**config.mk**
```make
export PLATFORM = sky130hd
export DESIGN_NAME = spart_rx
export DESIGN_NICKNAME = d
export VERILOG_FILES = /design/src/rtl/spart_rx.sv
export SDC_FILE = /design/constraint.sdc
export NUM_CORES = 1
export LEC_CHECK = 0
export ABC_CLOCK_PERIOD_IN_PS = 2160
export CORE_UTILIZATION = 53
export CTS_CLUSTER_DIAMETER = 150
export DETAILED_ROUTE_END_ITERATION = 8
export PLACE_DENSITY = 0.79
export SLEW_MARGIN = 20
export SYNTH_ARGS = -nofsm -noshare
export SYNTH_HDL_FRONTEND = slang
export SYNTH_SLANG_ARGS = --single-unit
```
**constraint.sdc**
```tcl
create_clock -name clk -period 2.16 [get_ports clk]
set_input_delay 0.432 -clock clk [delete_from_list [all_inputs] [get_ports clk]]
set_output_delay 0.432 -clock clk [all_outputs]
set_load 0.01 [all_outputs]
```
**src/rtl/spart_rx.sv**
```systemverilog
// spart_rx: SPART receive stage. Oversamples the asynchronous rxd line with
// the baud generator's enable tick, assembles 8N1 frames LSB first and hands
// each byte to the bus interface with ready/framing/overrun status.
//
// Ports:
//   clk          system clock, rising edge
//   rst          synchronous active-high reset
//   enable       single-cycle oversample tick (OVERSAMPLE ticks per bit)
//   rxd          asynchronous serial input, idles high
//   clr_rda      single-cycle acknowledge that the byte was read
//   rx_data      last received byte
//   rda          receive data available
//   framing_err  stop bit of the last frame was sampled low
//   overrun      a byte completed while rda was still set
module spart_rx #(
  parameter int unsigned OVERSAMPLE = 16,
  parameter int unsigned DATA_BITS  = 8
) (
  input  logic                 clk,
  input  logic                 rst,
  input  logic                 enable,
  input  logic                 rxd,
  input  logic                 clr_rda,
  output logic [DATA_BITS-1:0] rx_data,
  output logic                 rda,
  output logic                 framing_err,
  output logic                 overrun
);

  localparam int unsigned TW = $clog2(OVERSAMPLE);
  localparam int unsigned BW = $clog2(DATA_BITS + 1);

  localparam logic [TW-1:0] TC_HALF = TW'(OVERSAMPLE / 2 - 1);
  localparam logic [TW-1:0] TC_FULL = TW'(OVERSAMPLE - 1);
  localparam logic [BW-1:0] BC_LAST = BW'(DATA_BITS - 1);

  localparam logic [2:0] IDLE  = 3'd0;
  localparam logic [2:0] START = 3'd1;
  localparam logic [2:0] DATA  = 3'd2;
  localparam logic [2:0] STOP  = 3'd3;
  localparam logic [2:0] BRK   = 3'd4;

  logic                 rxd_meta, rxs;
  logic [2:0]           state, state_n;
  logic [TW-1:0]        tc, tc_n;
  logic [BW-1:0]        bc, bc_n;
  logic [DATA_BITS-1:0] shreg, shreg_n;
  logic [DATA_BITS-1:0] rx_data_n;
  logic                 rda_n, framing_err_n, overrun_n;

  // Two-flop synchronizer; resets to the idle (high) line level
  always_ff @(posedge clk) begin
    if (rst) begin
      rxd_meta <= 1'b1;
      rxs      <= 1'b1;
    end else begin
      rxd_meta <= rxd;
      rxs      <= rxd_meta;
    end
  end

  // State and datapath registers
  always_ff @(posedge clk) begin
    if (rst) begin
      state       <= IDLE;
      tc          <= '0;
      bc          <= '0;
      shreg       <= '0;
      rx_data     <= '0;
      rda         <= 1'b0;
      framing_err <= 1'b0;
      overrun     <= 1'b0;
    end else begin
      state       <= state_n;
      tc          <= tc_n;
      bc          <= bc_n;
      shreg       <= shreg_n;
      rx_data     <= rx_data_n;
      rda         <= rda_n;
      framing_err <= framing_err_n;
      overrun     <= overrun_n;
    end
  end

  // Next-state, counters, shift register and flags
  always_comb begin
    state_n       = state;
    tc_n          = tc;
    bc_n          = bc;
    shreg_n       = shreg;
    rx_data_n     = rx_data;
    rda_n         = rda;
    framing_err_n = framing_err;
    overrun_n     = overrun;

    // Acknowledge; a frame completion below overrides it
    if (clr_rda) begin
      rda_n     = 1'b0;
      overrun_n = 1'b0;
    end

    case (state)
      IDLE: begin
        tc_n = '0;
        bc_n = '0;
        if (!rxs) state_n = START;
      end

      // Re-check the line at mid start bit to reject glitches
      START: begin
        if (enable) begin
          if (tc == TC_HALF) begin
            tc_n    = '0;
            state_n = rxs ? IDLE : DATA;
          end else begin
            tc_n = tc + TW'(1);
          end
        end
      end

      // Right shift so the first (LSB) bit lands in bit 0
      DATA: begin
        if (enable) begin
          if (tc == TC_FULL) begin
            shreg_n = {rxs, shreg[DATA_BITS-1:1]};
            tc_n    = '0;
            bc_n    = bc + BW'(1);
            if (bc == BC_LAST) state_n = STOP;
          end else begin
            tc_n = tc + TW'(1);
          end
        end
      end

      // Frame completion at mid stop bit
      STOP: begin
        if (enable) begin
          if (tc == TC_FULL) begin
            tc_n          = '0;
            rx_data_n     = shreg;
            rda_n         = 1'b1;
            framing_err_n = !rxs;
            overrun_n     = (rda | overrun) & !clr_rda;
            state_n       = rxs ? IDLE : BRK;
          end else begin
            tc_n = tc + TW'(1);
          end
        end
      end

      // Held-low line: wait for it to return high before rearming
      BRK: begin
        tc_n = '0;
        bc_n = '0;
        if (rxs) state_n = IDLE;
      end

      default: state_n = IDLE;
    endcase
  end

endmodule

```
# Word level (Yosys, flattened, before mapping)
# Index checks and enable logic that the tools add are counted.
[totals]
inputBits = 5
regBits = 32
elab_cells = 71
output_inout_bits = 11
[op_classes]
bitwise_logic = 2
muxes = 28
reduce_logical = 12
n_eq_ne = 17
add_sub_neg = 2
[ops]
columns = ["operator", "count"]
rows = [
  ["$mux W3", 10],
  ["$mux W4", 6],
  ["$ne A2 B2 Y1 const B", 9],
  ["$pmux W3 S5", 1],
  ["$pmux W4 S3", 1],
  ["$reduce_and A3 Y1", 4],
  ["$reduce_and A9 Y1", 1],
  ["$add A4 B1 Y4 const B", 2],
  ["$eq A4 B3 Y1 const B", 2],
  ["$mux W1", 8],
  ["$pmux W4 S2", 1],
  ["$eq A3 B2 Y1 const B", 2],
  ["$eq A4 B4 Y1 const B", 1],
  ["$reduce_or A2 Y1", 2],
  ["$eq A3 B1 Y1 const B", 1],
  ["$eq A3 B3 Y1 const B", 1],
  ["$logic_not A3 Y1", 1],
  ["$reduce_bool A3 Y1", 1],
  ["$logic_not A1 Y1", 2],
  ["$mux W2", 1],
  ["$ne A2 B1 Y1 const B", 1],
  ["$reduce_bool A2 Y1", 1],
  ["$and A1 B1 Y1", 1],
  ["$or A1 B1 Y1", 1],
]

# Depth between registers and ports, before layout
# Gate-level depths: netlist (run 1).
[logic_depth]
ltp_word = 5
ltp_mapped = 6
mapped_depth_nobuf = 5

# Worst setup path after synthesis (run 1)
# OpenSTA, ideal clock, no wires.
[synth_path]
path_kind = "register to register"
startpoint = "reg tc[0]"
endpoint = "reg bc[3]"
path_slack_ns = 0.482
arrival_ns = 1.609
period_less_slack_ns = 1.678
path_buffers = 0
setup_ns = 0.070
t_required_ns = 2.090
path_stages_with_launch = 6
cell_sequence = "dfxtp_1 > ha_1 > nand3_2 > or4_4 > or3_1 > a21oi_1"
[synth_via]
elab_chain_cells = 3
[synth_rtl]
columns = ["element", "line_no", "text"]
rows = [
  ["start, declared", "45", "logic [TW-1:0] tc, tc_n;"],
  ["start signal, assigned", "75", "tc <= tc_n;"],
  ["$eq A4 B4 Y1", "124", "if (tc == TC_FULL) begin"],
  ["$ne A2 B2 Y1 (no source line)", "--", ""],
  ["$reduce_and A3 Y1 (no source line)", "--", ""],
  ["end signal, assigned", "76", "bc <= bc_n;"],
  ["end, declared", "46", "logic [BW-1:0] bc, bc_n;"],
]
# Every way passes these cells.
# A chain may end at the register's enable or synchronous reset.

# Final worst setup path (run 1)
# Ends and elaborated chain as after synthesis.

==> impl_metrics.toml, run 1 <==
[synth]
yosysTopAreaCellShare_pct = 47.9
syn_area_um2 = 1340
syn_nets = 150
ys_types = 33
synth_edf_count = 0
ys_seq_elements = 32
synth.avg_cell_area_um2 = 9.34
synthArstFlopShare_pct = 0
synth_area_leader_cell = "dfxtp_1"
ys.flop_type = "dfxtp_1"
yosys_warnings = 0
syn_inst = 143
ys_top_cells_by_area = "dfxtp_1 48%, mux2i_1 13%, nor2_1 7.3%"
ys_seq_area_share_pct = 47.9

[global_route]
grt_util_met2_pct = 36.8
use_met3_pct = 8.99
grt_remaining_overflow = 0
grt.busiest_layer = "met2"
grt_use_total_pct = 21.4
grt_pass1_wl_um = 4080
grt_pass1_vias = 972
grt_use_met1_pct = 22.4
grt_max_degree = 19
antenna_found_initial = 0

[power]
ir_worst_vdd_v = 0.000539
power_density_nw_per_um2 = 622
p_seq_share_pct = 61.1
clkPwrFrac_pct = 35.8
combPwrFrac_pct = 3.0
leakagePower_nw = 0.535
p_int_mw = 0.767
power.switching_mw = 0.210
swShare_pct = 21.5

[cells_and_area]
area_growth_pct = 17.7
post-route-cell-area_um2 = 1570
final_util_pct = 68.5
antenna_cells = 0
seq_area_um2 = 641
nets = 168
multi_input_area_um2 = 643
layoutNonFillerInstCount = 190
drive_above_1_share_pct = 13.0
n_fill_cell = 178

[sta]
finalWorstSetupSlack_ns = 0.286
tightest_slew_ns = 0.352
period_share_pct = 86.7
setup_viol_count_final = 0
report.final.slew_viol_count = 0
clock_skew_ns = 0.00950
hold_viol_final = 0
fin_crit_ns = 1.87
slew_headroom_pct = 76.5
rsz0062_at_grt = "no"
fin_tns_setup_ns = 0
fmax_mhz = 534

[floorplanning]
start_util_pct = 58.2
die_x_um = 52.2
die_y_um = 52.2
core_area_um2 = 2300
ios = 16
rows = 17
die_area_um2 = 2730

[setup_path]
cp.arrival_ns = 2.14
start_kind = "flop"
cp.required_ns = 2.42
critPathMaxFanout = 5
critPathKind = "reg2reg"
end_kind = "flop"

[min_path]
holdCritPathClass = "reg2reg"

[placed_design]
placed_cell_area_um2 = 1510
port_buffers = 15
dp_hpwl_um = 1760
gp_congestion = 0.834
pre_cts_ws_ns = 0.0250
placed_cells = 182

[outcome]
status = "complete, no violations"

[routing]
drtPass1Iterations = 4
drc = 0
ant_nets = 0
wl_per_cell_um = 13.2
vias = 1029
drt-initial-drc-count = 20
via_per_inst = 5.42
wl_um = 2500

[cts]
cts_resized = 0
clk_pin_slew_ns = 0.09
clockBufferDepth = 2
ctsHoldBuffers = 0
clk_latency_ns = 0.33
cts_tree = "built"
cts_buffers = 5
postCtsSetupBuffers = 0
numClockSinks = 32
cts-root-buf = "clkbuf_4"
cts_max_level = 2

[flow_run]
drv_cap = 0
-- logic make-up after synthesis --
family,synth area share [%]
AOI/OAI and AO/OA,7.96
xor gates and xnor gates,1.31
and+or+nand+nor,23.0
adders and majority gates,1.87
DFF,47.9
muxes,13.5
buffers and inverters,4.40
-- flip-flops by register name, summed over array words and instances (netlist names) --
| name | flops |
|---|---|
| rx_data | 8 |
| shreg | 8 |
| bc | 4 |
| tc | 4 |
| state | 3 |
| framing_err | 1 |
| overrun | 1 |
| rda | 1 |
| rxd_meta | 1 |
| rxs | 1 |
-- layer usage --
metal  part of all wire [%]  wire length [um]
met1                     44              1110
met2                     48              1210
met3                    4.8               119
met4                    2.6                66
met5                      0                 0
-- cell usage in the layout, fill, tap and decap left out, types with 4 or more instances in the layout --
| cell | count |
|---|---|
| clkbuf_4 | 5 |
| a21oi_1 | 11 |
| mux2i_1 | 18 |
| nor3_1 | 4 |
| clkdlybuf4s50_1 | 15 |
| buf_4 | 4 |
| or2_2 | 5 |
| nand2_1 | 6 |
| dfxtp_1 | 32 |
| nor2_1 | 26 |
| inv_1 | 4 |
-- final timing paths --
kind / slack (ns) / depth (start not counted) / from / end
max: 0.29 / 5 / tc[0]$_SDFFE_PP0P_ / bc[3]$_SDFFE_PP0P_
min: 0.42 / 1 / rxd_meta$_SDFF_PP1_ / rxs$_SDFF_PP1_
max reg2reg: 0.29 / 5 / tc[0]$_SDFFE_PP0P_ / bc[3]$_SDFFE_PP0P_
min reg2reg: 0.42 / 1 / rxd_meta$_SDFF_PP1_ / rxs$_SDFF_PP1_
-- cell type report --
cell class                 instances  area share [%]
clock buffer                       8            3.74
inverter                           4           0.955
multi-input combinational         99            40.9
sequential                        32            40.7
tap                               28            2.23
timing repair buffer              19            11.5
-- cells in the mapped netlist (2+ instances only) --
cell,number
nor4_1,2
nor2_1,26
inv_1,4
a211oi_1,2
a21oi_1,11
dfxtp_1,32
or2_2,5
o21ai_0,2
buf_2,2
ha_1,2
mux2i_1,18
clkbuf_1,3
nand3b_1,2
buf_4,3
nand2_1,6
nand2b_1,2
or3_1,2
nor3_1,4
-- power groups by stage --
stage / combinational, mW / sequential [mW] / clock [mW]
floorplan: 0.0211 / 0.608 / 0
global placement: 0.0291 / 0.611 / 0
detailed placement: 0.0296 / 0.611 / 0
CTS: 0.0298 / 0.597 / 0.364
global route: 0.0325 / 0.598 / 0.392
finish: 0.0297 / 0.597 / 0.350
-- per-stage QoR --
stage	total power [mW]	hold WS [ns]
floorplan	0.629	0.389
global placement	0.640	0.393
finish	0.978	0.416
detailed placement	0.641	0.395
global route	1.02	0.431
CTS	0.991	0.417
-- worst max-delay path, stage by stage, from the launching register on --
cell	delay, ns
dfxtp_1	0.38
ha_1	0.25
nand3_2	0.15
or4_4	0.47
or3_1	0.37
a21oi_1	0.18
Power figures use the tool's default switching activity.
==> run 2, diff against run 1 <==
--- a/config.mk
+++ b/config.mk
@@ -14,3 +14,4 @@
 export SYNTH_ARGS = -nofsm -noshare
 export SYNTH_HDL_FRONTEND = slang
 export SYNTH_SLANG_ARGS = --single-unit
+export TNS_END_PERCENT = 20
==> results of run 2 <==
Final layout, timing and power as in run 1 (identical DEF).
